<file path="src/rtl/flash_read_arbiter.sv">
// ============================================================================
// Module  : flash_read_arbiter
// Purpose : Two-port arbiter sequencing reads against a fixed flash latency.
//           Define FLASH_ARB_RR_EN for round-robin ties (else port 0 wins).
// Revision: 1.0
// ============================================================================
`default_nettype none

module flash_read_arbiter #(
  parameter int LATENCY = 11,
  parameter int ADDR_W  = 16,
  parameter int DATA_W  = 16
) (
  input  logic              clk,
  input  logic              n_rst,
  input  logic              req0,
  input  logic              req1,
  input  logic [ADDR_W-1:0] addr0,
  input  logic [ADDR_W-1:0] addr1,
  output logic              gnt0,
  output logic              gnt1,
  output logic              rvalid0,
  output logic              rvalid1,
  output logic [DATA_W-1:0] rdata,
  output logic              busy,
  output logic              flash_ready,
  output logic [ADDR_W-1:0] flash_address,
  input  logic [DATA_W-1:0] flashData_out
);

  localparam int                 c_CNT_W = $clog2(LATENCY);
  localparam logic [c_CNT_W-1:0] c_LAST  = c_CNT_W'(LATENCY - 2);

  typedef enum logic [2:0] {
    S_IDLE    = 3'd0,
    S_ISSUE   = 3'd1,
    S_WAIT    = 3'd2,
    S_CAPTURE = 3'd3,
    S_RESP    = 3'd4
  } state_t;

  state_t              r_state;
  logic [c_CNT_W-1:0]  r_cnt;
  logic                r_owner;
  logic                r_gnt0;
  logic                r_gnt1;
  logic                r_rvalid0;
  logic                r_rvalid1;
  logic                r_busy;
  logic                r_flash_ready;
  logic [ADDR_W-1:0]   r_flash_address;
  logic [DATA_W-1:0]   r_rdata;
  logic                w_pick1;
  logic                w_any_req;

  assign w_any_req = req0 | req1;

`ifdef FLASH_ARB_RR_EN
  logic r_last_gnt;

  // On a tie, port 1 wins only when port 0 was granted last.
  assign w_pick1 = req1 & (~req0 | ~r_last_gnt);

  always_ff @(posedge clk) begin
    if (!n_rst) begin
      r_last_gnt <= 1'b1;
    end else if (r_state == S_IDLE && w_any_req) begin
      r_last_gnt <= w_pick1;
    end
  end
`else
  assign w_pick1 = req1 & ~req0;
`endif

  always_ff @(posedge clk) begin
    if (!n_rst) begin
      r_state         <= S_IDLE;
      r_cnt           <= '0;
      r_owner         <= 1'b0;
      r_gnt0          <= 1'b0;
      r_gnt1          <= 1'b0;
      r_rvalid0       <= 1'b0;
      r_rvalid1       <= 1'b0;
      r_busy          <= 1'b0;
      r_flash_ready   <= 1'b0;
      r_flash_address <= '0;
      r_rdata         <= '0;
    end else begin
      r_gnt0        <= 1'b0;
      r_gnt1        <= 1'b0;
      r_flash_ready <= 1'b0;
      r_rvalid0     <= 1'b0;
      r_rvalid1     <= 1'b0;
      case (r_state)
        S_IDLE: begin
          if (w_any_req) begin
            r_owner         <= w_pick1;
            r_flash_address <= w_pick1 ? addr1 : addr0;
            r_gnt0          <= ~w_pick1;
            r_gnt1          <= w_pick1;
            r_flash_ready   <= 1'b1;
            r_busy          <= 1'b1;
            r_state         <= S_ISSUE;
          end
        end
        S_ISSUE: begin
          r_cnt   <= '0;
          r_state <= S_WAIT;
        end
        S_WAIT: begin
          if (r_cnt == c_LAST) begin
            r_state <= S_CAPTURE;
          end else begin
            r_cnt <= r_cnt + c_CNT_W'(1);
          end
        end
        S_CAPTURE: begin
          r_rdata   <= flashData_out;
          r_rvalid0 <= ~r_owner;
          r_rvalid1 <= r_owner;
          r_state   <= S_RESP;
        end
        S_RESP: begin
          r_busy  <= 1'b0;
          r_state <= S_IDLE;
        end
        default: begin
          r_busy  <= 1'b0;
          r_state <= S_IDLE;
        end
      endcase
    end
  end

  assign gnt0          = r_gnt0;
  assign gnt1          = r_gnt1;
  assign rvalid0       = r_rvalid0;
  assign rvalid1       = r_rvalid1;
  assign rdata         = r_rdata;
  assign busy          = r_busy;
  assign flash_ready   = r_flash_ready;
  assign flash_address = r_flash_address;

endmodule

`default_nettype wire

</file>
<file path="config.mk">
export PLATFORM = sky130hd
export DESIGN_NAME = flash_read_arbiter
export DESIGN_NICKNAME = d
export VERILOG_FILES = /design/src/rtl/flash_read_arbiter.sv
export SDC_FILE = /design/constraint.sdc
export NUM_CORES = 1
export LEC_CHECK = 0
export BUFFER_PORTS_ARGS = -buffer_cell sky130_fd_sc_hd__buf_2
export CAP_MARGIN = 20
export CORE_AREA = 2 2 90 92
export DETAILED_ROUTE_END_ITERATION = 16
export DIE_AREA = 0 0 92 94
export HOLD_SLACK_MARGIN = 0.05
export PLACE_DENSITY_LB_ADDON = 0.12
export SYNTH_ARGS = -nofsm -noshare
export SYNTH_HDL_FRONTEND = slang
export SYNTH_SLANG_ARGS = --single-unit
</file>
<file path="constraint.sdc">
create_clock -name clk -period 1.81 [get_ports clk]
set_input_delay 0.0905 -clock clk [delete_from_list [all_inputs] [get_ports clk]]
set_output_delay 0.0905 -clock clk [all_outputs]
set_load 0.1 [all_outputs]
</file>
==> results of run 1 <==
==> worst register-to-register path: cells and delay by family, from the launching register on <==
| kind | cells | cell delay (ns) |
|---|---|---|
| compound gates | 1 | 0.08 |
| flops | 1 | 0.45 |
| simple gates | 2 | 0.91 |
==> routing by layer <==
layer / vias up / GRT usage / wire, um / share of wire
met5: - / 0 / 0 / 0
met2: 73 / 0.181 / 2040 / 0.43
met4: 0 / 0.0336 / 55 / 0.012
li1: 925 / - / - / -
met1: 750 / 0.132 / 2250 / 0.47
met3: 5 / 0.0393 / 401 / 0.085
==> kinds of logic (layout without fill, tap and decap cells) <==
| group | Yosys count | in the layout | share of synthesized area |
|---|---|---|---|
| and+or+nand+nor | 60 | 60 | 0.157 |
| xor gates and xnor gates | 1 | 1 | 0.00465 |
| DFF | 46 | 46 | 0.488 |
| AOI/OAI and AO/OA | 59 | 59 | 0.197 |
| buffers and inverters | 21 | 126 | 0.0551 |
| muxes | 16 | 16 | 0.0849 |
| adders and majority gates | 2 | 2 | 0.0133 |
==> per-stage QoR <==
| step | setup WS [ns] | total power [mW] |
|---|---|---|
| final | 0.286 | 3.30 |
| after global routing | 0.191 | 3.49 |
| after CTS | 0.274 | 3.36 |
| after detailed placement | 0.302 | 2.66 |
| after global placement | 0.322 | 2.65 |
| after floorplan | 0.393 | 2.40 |
==> path summary, 6_finish.rpt <==
kind,endpoint,from,depth (start not counted)
worst max-delay path,r_cnt[3],r_state[1],3
worst min-delay path,gnt1,n_rst,3
worst max register to register,r_cnt[3],r_state[1],3
worst min register to register,rdata[7],rdata[7],2
==> synthesized netlist by cell type (all sizes together), types with 3 or more instances <==
| library cell | n | area (um2) |
|---|---|---|
| dfxtp | 46 | 921 |
| a21oi | 35 | 175 |
| nand2 | 35 | 131 |
| a211oi | 17 | 143 |
| mux2i | 16 | 160 |
| buf | 9 | 58.8 |
| clkbuf | 9 | 33.8 |
| and3 | 3 | 18.8 |
| inv | 3 | 11.3 |
| nor2 | 3 | 11.3 |
| nor3 | 3 | 20.0 |
==> area by class of cell <==
type                            count  area [um2]
Timing Repair Buffer              115         683
Sequential cell                    46         921
Tap cell                          102         128
Fill cell                         808        4910
Clock inverter                      2        12.5
Multi-Input combinational cell    138         861
Inverter                            3        11.3
Clock buffer                        6        82.6
==> what timing repair did <==
item / 4_1_cts / 5_1_grt
hold buffers: 17 / 0
endpoints found under the hold margin: 17 / 0
setup endpoints to repair: 0 / 0
==> power breakdown <==
| group | total [mW] | internal [mW] | switching (mW) | leakage [nW] |
|---|---|---|---|---|
| clock | 0.654 | 0.307 | 0.347 | 0.0472 |
| sequential | 1.22 | 1.14 | 0.0796 | 0.377 |
| combinational | 1.43 | 0.332 | 1.09 | 0.830 |
| total | 3.30 | 1.78 | 1.52 | 1.25 |
==> state kept, by name (all words and copies together) (netlist names) <==
signal	count
busy	1
flash_address	16
flash_ready	1
gnt0	1
gnt1	1
r_cnt	4
r_owner	1
r_state	3
rdata	16
rvalid0	1
rvalid1	1
==> flow_summary.ini, run 1 <==
[clocking]
cts_max_level = 2
numCtsBuffers = 5
cts_root_buffer = clkbuf_8
cts_setup_buffers = 0
cts.path.max_buffers = 2
cts_sinks = 46
clk_pin_slew_ns = 0.09
insertion_delay_ns = 0.30
cts_tree = built
cts-resized-gates = 0

[worst_hold_path]
hp-class = input port to flip-flop

[critical_path]
crit_type = flip-flop to flip-flop
cp_top_family = simple AND/OR/NAND/NOR gates
required_ns = 2.03
arrival_ns = 1.74
critPathCaptureType = flip-flop
cp_slowest_stage_delay_ns = 0.47
startpoint_type = flip-flop
crit_chain = or3b_4 -> or4_1 -> o221ai_1
cp_slowest_cell = or4_1
r2r_slack_ns = 0.29
path_buf_inv = 0
path_max_fanout = 7

[floorplan]
coreArea_um2 = 7610
fp.dieW_um = 92
dieArea_um2 = 8650
die_h_um = 94
row_count = 32
io_pins = 90
start_util = 0.248

[flow_run]
drv_cap = 0

[cells_and_area]
final_common_cell = buf_2
final_cell_mix = buf_2 (89), dfxtp_1 (46), nand2_1 (35), a21oi_1 (35), dlygate4sd3_1 (17)
layout-drive-gt1-share = 0.368
area_growth_syn_to_layout_pct = 43.1
final_util = 0.355
final_cells = 412
nets = 363
diodes = 0
final_area_um2 = 2700

[timing]
setup_viol = 0
rsz0062_at_grt = no
fmax_mhz = 656
worstMarginPinSlew_ns = 0.495
holdWs_ns = 0.103
finalSetupTns_ns = 0
finalHoldViolCount = 0
skew_ns = 0.00584
fin_crit_sh = 0.842
period_minus_slack_ns = 1.52
slew_viol_final = 0
slew_headroom = 0.672

[logic_synthesis]
yosys_warnings = 0
syn_nets = 259
synthCells = 205
ys_seq_elements = 46
synth_edf_count = 0
ys.flop_type = dfxtp_1
synth.distinct_cells = 35
syn_area_um2 = 1890
async_flop_share = 0
syn_avg_cell_area_um2 = 9.20
ys_seq_area_frac = 0.488

[placed_design]
gp_congestion = 0.763
place_area_um2 = 2430
hpwl_um = 3240
io_buffers = 89
dp.cells = 387

[drt]
wl_per_cell_um = 11.5
routed_wirelength_um = 4750
viasPerCell = 4.25
via_count = 1753
first_pass_iters = 4
drt_iter0_drc = 46
drc_errors = 0
drtAntennaViolNets = 0

[outcome]
status = completed

[global_routing]
grt_pass1_vias = 1630
grt_max_degree = 24
grt_pass1_wl_um = 7510
grt.total_usage = 0.109
antenna_found_initial = 0
overflow = 0

[pwr]
irDropWorstVdd_uv = 503
power.density_nw_per_um2 = 1220
p_leak_nw = 1.25
Power figures use the tool's default switching activity.
==> run 2: changes to the inputs <==
==> constraint.sdc (replaced) <==
create_clock -name clk -period 1.6 [get_ports clk]
set_input_delay 0.08 -clock clk [delete_from_list [all_inputs] [get_ports clk]]
set_output_delay 0.08 -clock clk [all_outputs]
set_load 0.1 [all_outputs]
==> run 2 against run 1 <==
Net effect:
- largest cell class unchanged
- flip-flop and latch count is the same
- worst setup slack got worse by 0.16 ns
- non-clock buffer count is 1 higher
- final cell count is 0.24% higher
- combinational power up 17%
- first-iteration DRC count increased by 15%
- critical path type unchanged
- sequential power grew 12%
- clock-buffer cell count grew 2
==> flow_summary.ini, run 2 (synthesized netlist as in run 1, its figures left out) <==
[outcome]
status = completed

[cells_and_area]
nets = 364
area_growth_syn_to_layout_pct = 46.3
final_cells = 413
final_common_cell = buf_2
layout-drive-gt1-share = 0.370
diodes = 0
final_cell_mix = buf_2 (89), dfxtp_1 (46), nand2_1 (35), a21oi_1 (35), dlygate4sd3_1 (17)

[clocking]
cts_sinks = 46
cts_max_level = 2
numCtsBuffers = 5
insertion_delay_ns = 0.29
cts_tree = built
cts-resized-gates = 0
clk_pin_slew_ns = 0.09
cts_root_buffer = clkbuf_8
cts.path.max_buffers = 2

[timing]
slew_headroom = 0.671
setup_viol = 0
slew_viol_final = 0
rsz0062_at_grt = no
finalHoldViolCount = 0
skew_ns = 0.00601
finalSetupTns_ns = 0
worstMarginPinSlew_ns = 0.497
fin_crit_sh = 0.923
period_minus_slack_ns = 1.48
fmax_mhz = 677

[drt]
drc_errors = 0
routed_wirelength_um = 4710
via_count = 1768
first_pass_iters = 4
wl_per_cell_um = 11.4
drt_iter0_drc = 53
viasPerCell = 4.28
drtAntennaViolNets = 0

[pwr]
p_leak_nw = 1.29
irDropWorstVdd_uv = 590
power.density_nw_per_um2 = 1400

[flow_run]
drv_cap = 0

[worst_hold_path]
holdCritStartpoint = n_rst
holdPathEnd = gnt1
hp-class = input port to flip-flop
whs_path_depth = 3

[critical_path]
cp_slowest_cell = or4_1
r2r-end = r_cnt[2]
crit_chain = inv_1 -> ha_1 -> and3b_1 -> or4_1 -> a21oi_1
path_buf_inv = 1
rr_startpoint = r_cnt[1]
required_ns = 1.83
cp_slowest_stage_delay_ns = 0.47
arrival_ns = 1.70
startpoint_type = flip-flop
cp_top_family = simple AND/OR/NAND/NOR gates
path_max_fanout = 5
critPathCaptureType = flip-flop
r2r_cells = 5
crit_type = flip-flop to flip-flop
r2r_slack_ns = 0.12

[placed_design]
hpwl_um = 3350
io_buffers = 89
dp.cells = 388
gp_congestion = 0.745

[global_routing]
grt_pass1_vias = 1665
overflow = 0
grt_pass1_wl_um = 7730
grt_max_degree = 24
antenna_found_initial = 0
grt.total_usage = 0.112

[floorplan]
dieArea_um2 = 8650
io_pins = 90
coreArea_um2 = 7610
die_h_um = 94
row_count = 32
start_util = 0.248
fp.dieW_um = 92
[run 2: cell count changes in the layout (fill, tap and decap cells not counted)]
cell,delta
clkbuf_8,+2
clkinv_2,-1
buf_4,-2
buf_12,+3
clkinvlp_4,-1
[run 2: worst reg2reg max path, delay by kind of cell, from the launching register on]
kind            cells  cell delay [ns]
fa+ha+maj           1             0.17
compound gates      1             0.14
flops               1             0.38
buf+inv             1             0.06
simple gates        2             0.66
[run 2: area by class of cell]
class | count | area [um2]
fillers | 826 | 4850
flip-flops and latches | 46 | 921
multi-input cells | 138 | 861
repair buffers | 116 | 728
well taps | 102 | 128
clock buffers | 8 | 110
inverters | 3 | 11.3
[run 2: repair_timing]
item | 4_1_cts | 5_1_grt
buffers inserted | 0 | 0
hold buffers | 17 | 0
endpoints found under the hold margin | 17 | 0
[run 2: stage by stage]
step                      power (mW)  setup slack, ns  hold WS [ns]  cell area [um2]  utilization
after floorplan                 2.71            0.183         0.177             1890            -
after global placement          3.05            0.175         0.311             2480        0.326
final                           3.86            0.123         0.105             2760        0.363
after global routing            4.08           0.0567         0.124             2760        0.363
after detailed placement        3.05            0.145         0.318             2480        0.326
after CTS                       3.92            0.109         0.105             2760        0.363
[run 2: routing by layer]
layer | track usage | share of wire
met5 | 0 | 0
met2 | 0.179 | 0.43
met1 | 0.141 | 0.47
met3 | 0.0401 | 0.095
met4 | 0.0336 | 0.0066
[run 2: worst max path at each step]
stage / start / end / slack, ns / cells past startpoint
CTS: r_cnt[1] / r_cnt[2] / 0.11 / 5
finish: r_cnt[1] / r_cnt[2] / 0.12 / 5
global placement: r_cnt[1] / r_cnt[2] / 0.18 / 5
detailed placement: r_cnt[1] / r_cnt[2] / 0.15 / 5
floorplan: r_state[1] / r_cnt[3] / 0.18 / 4
global route: r_state[2] / r_cnt[3] / 0.06 / 3
[run 2: power by group]
group          leakage (nW)  switching (mW)  internal (mW)  total (mW)
Combinational         0.852            1.26          0.411        1.67
Sequential            0.377          0.0781           1.29        1.37
Clock                0.0575           0.385          0.437       0.821
Total                  1.29            1.72           2.14        3.86
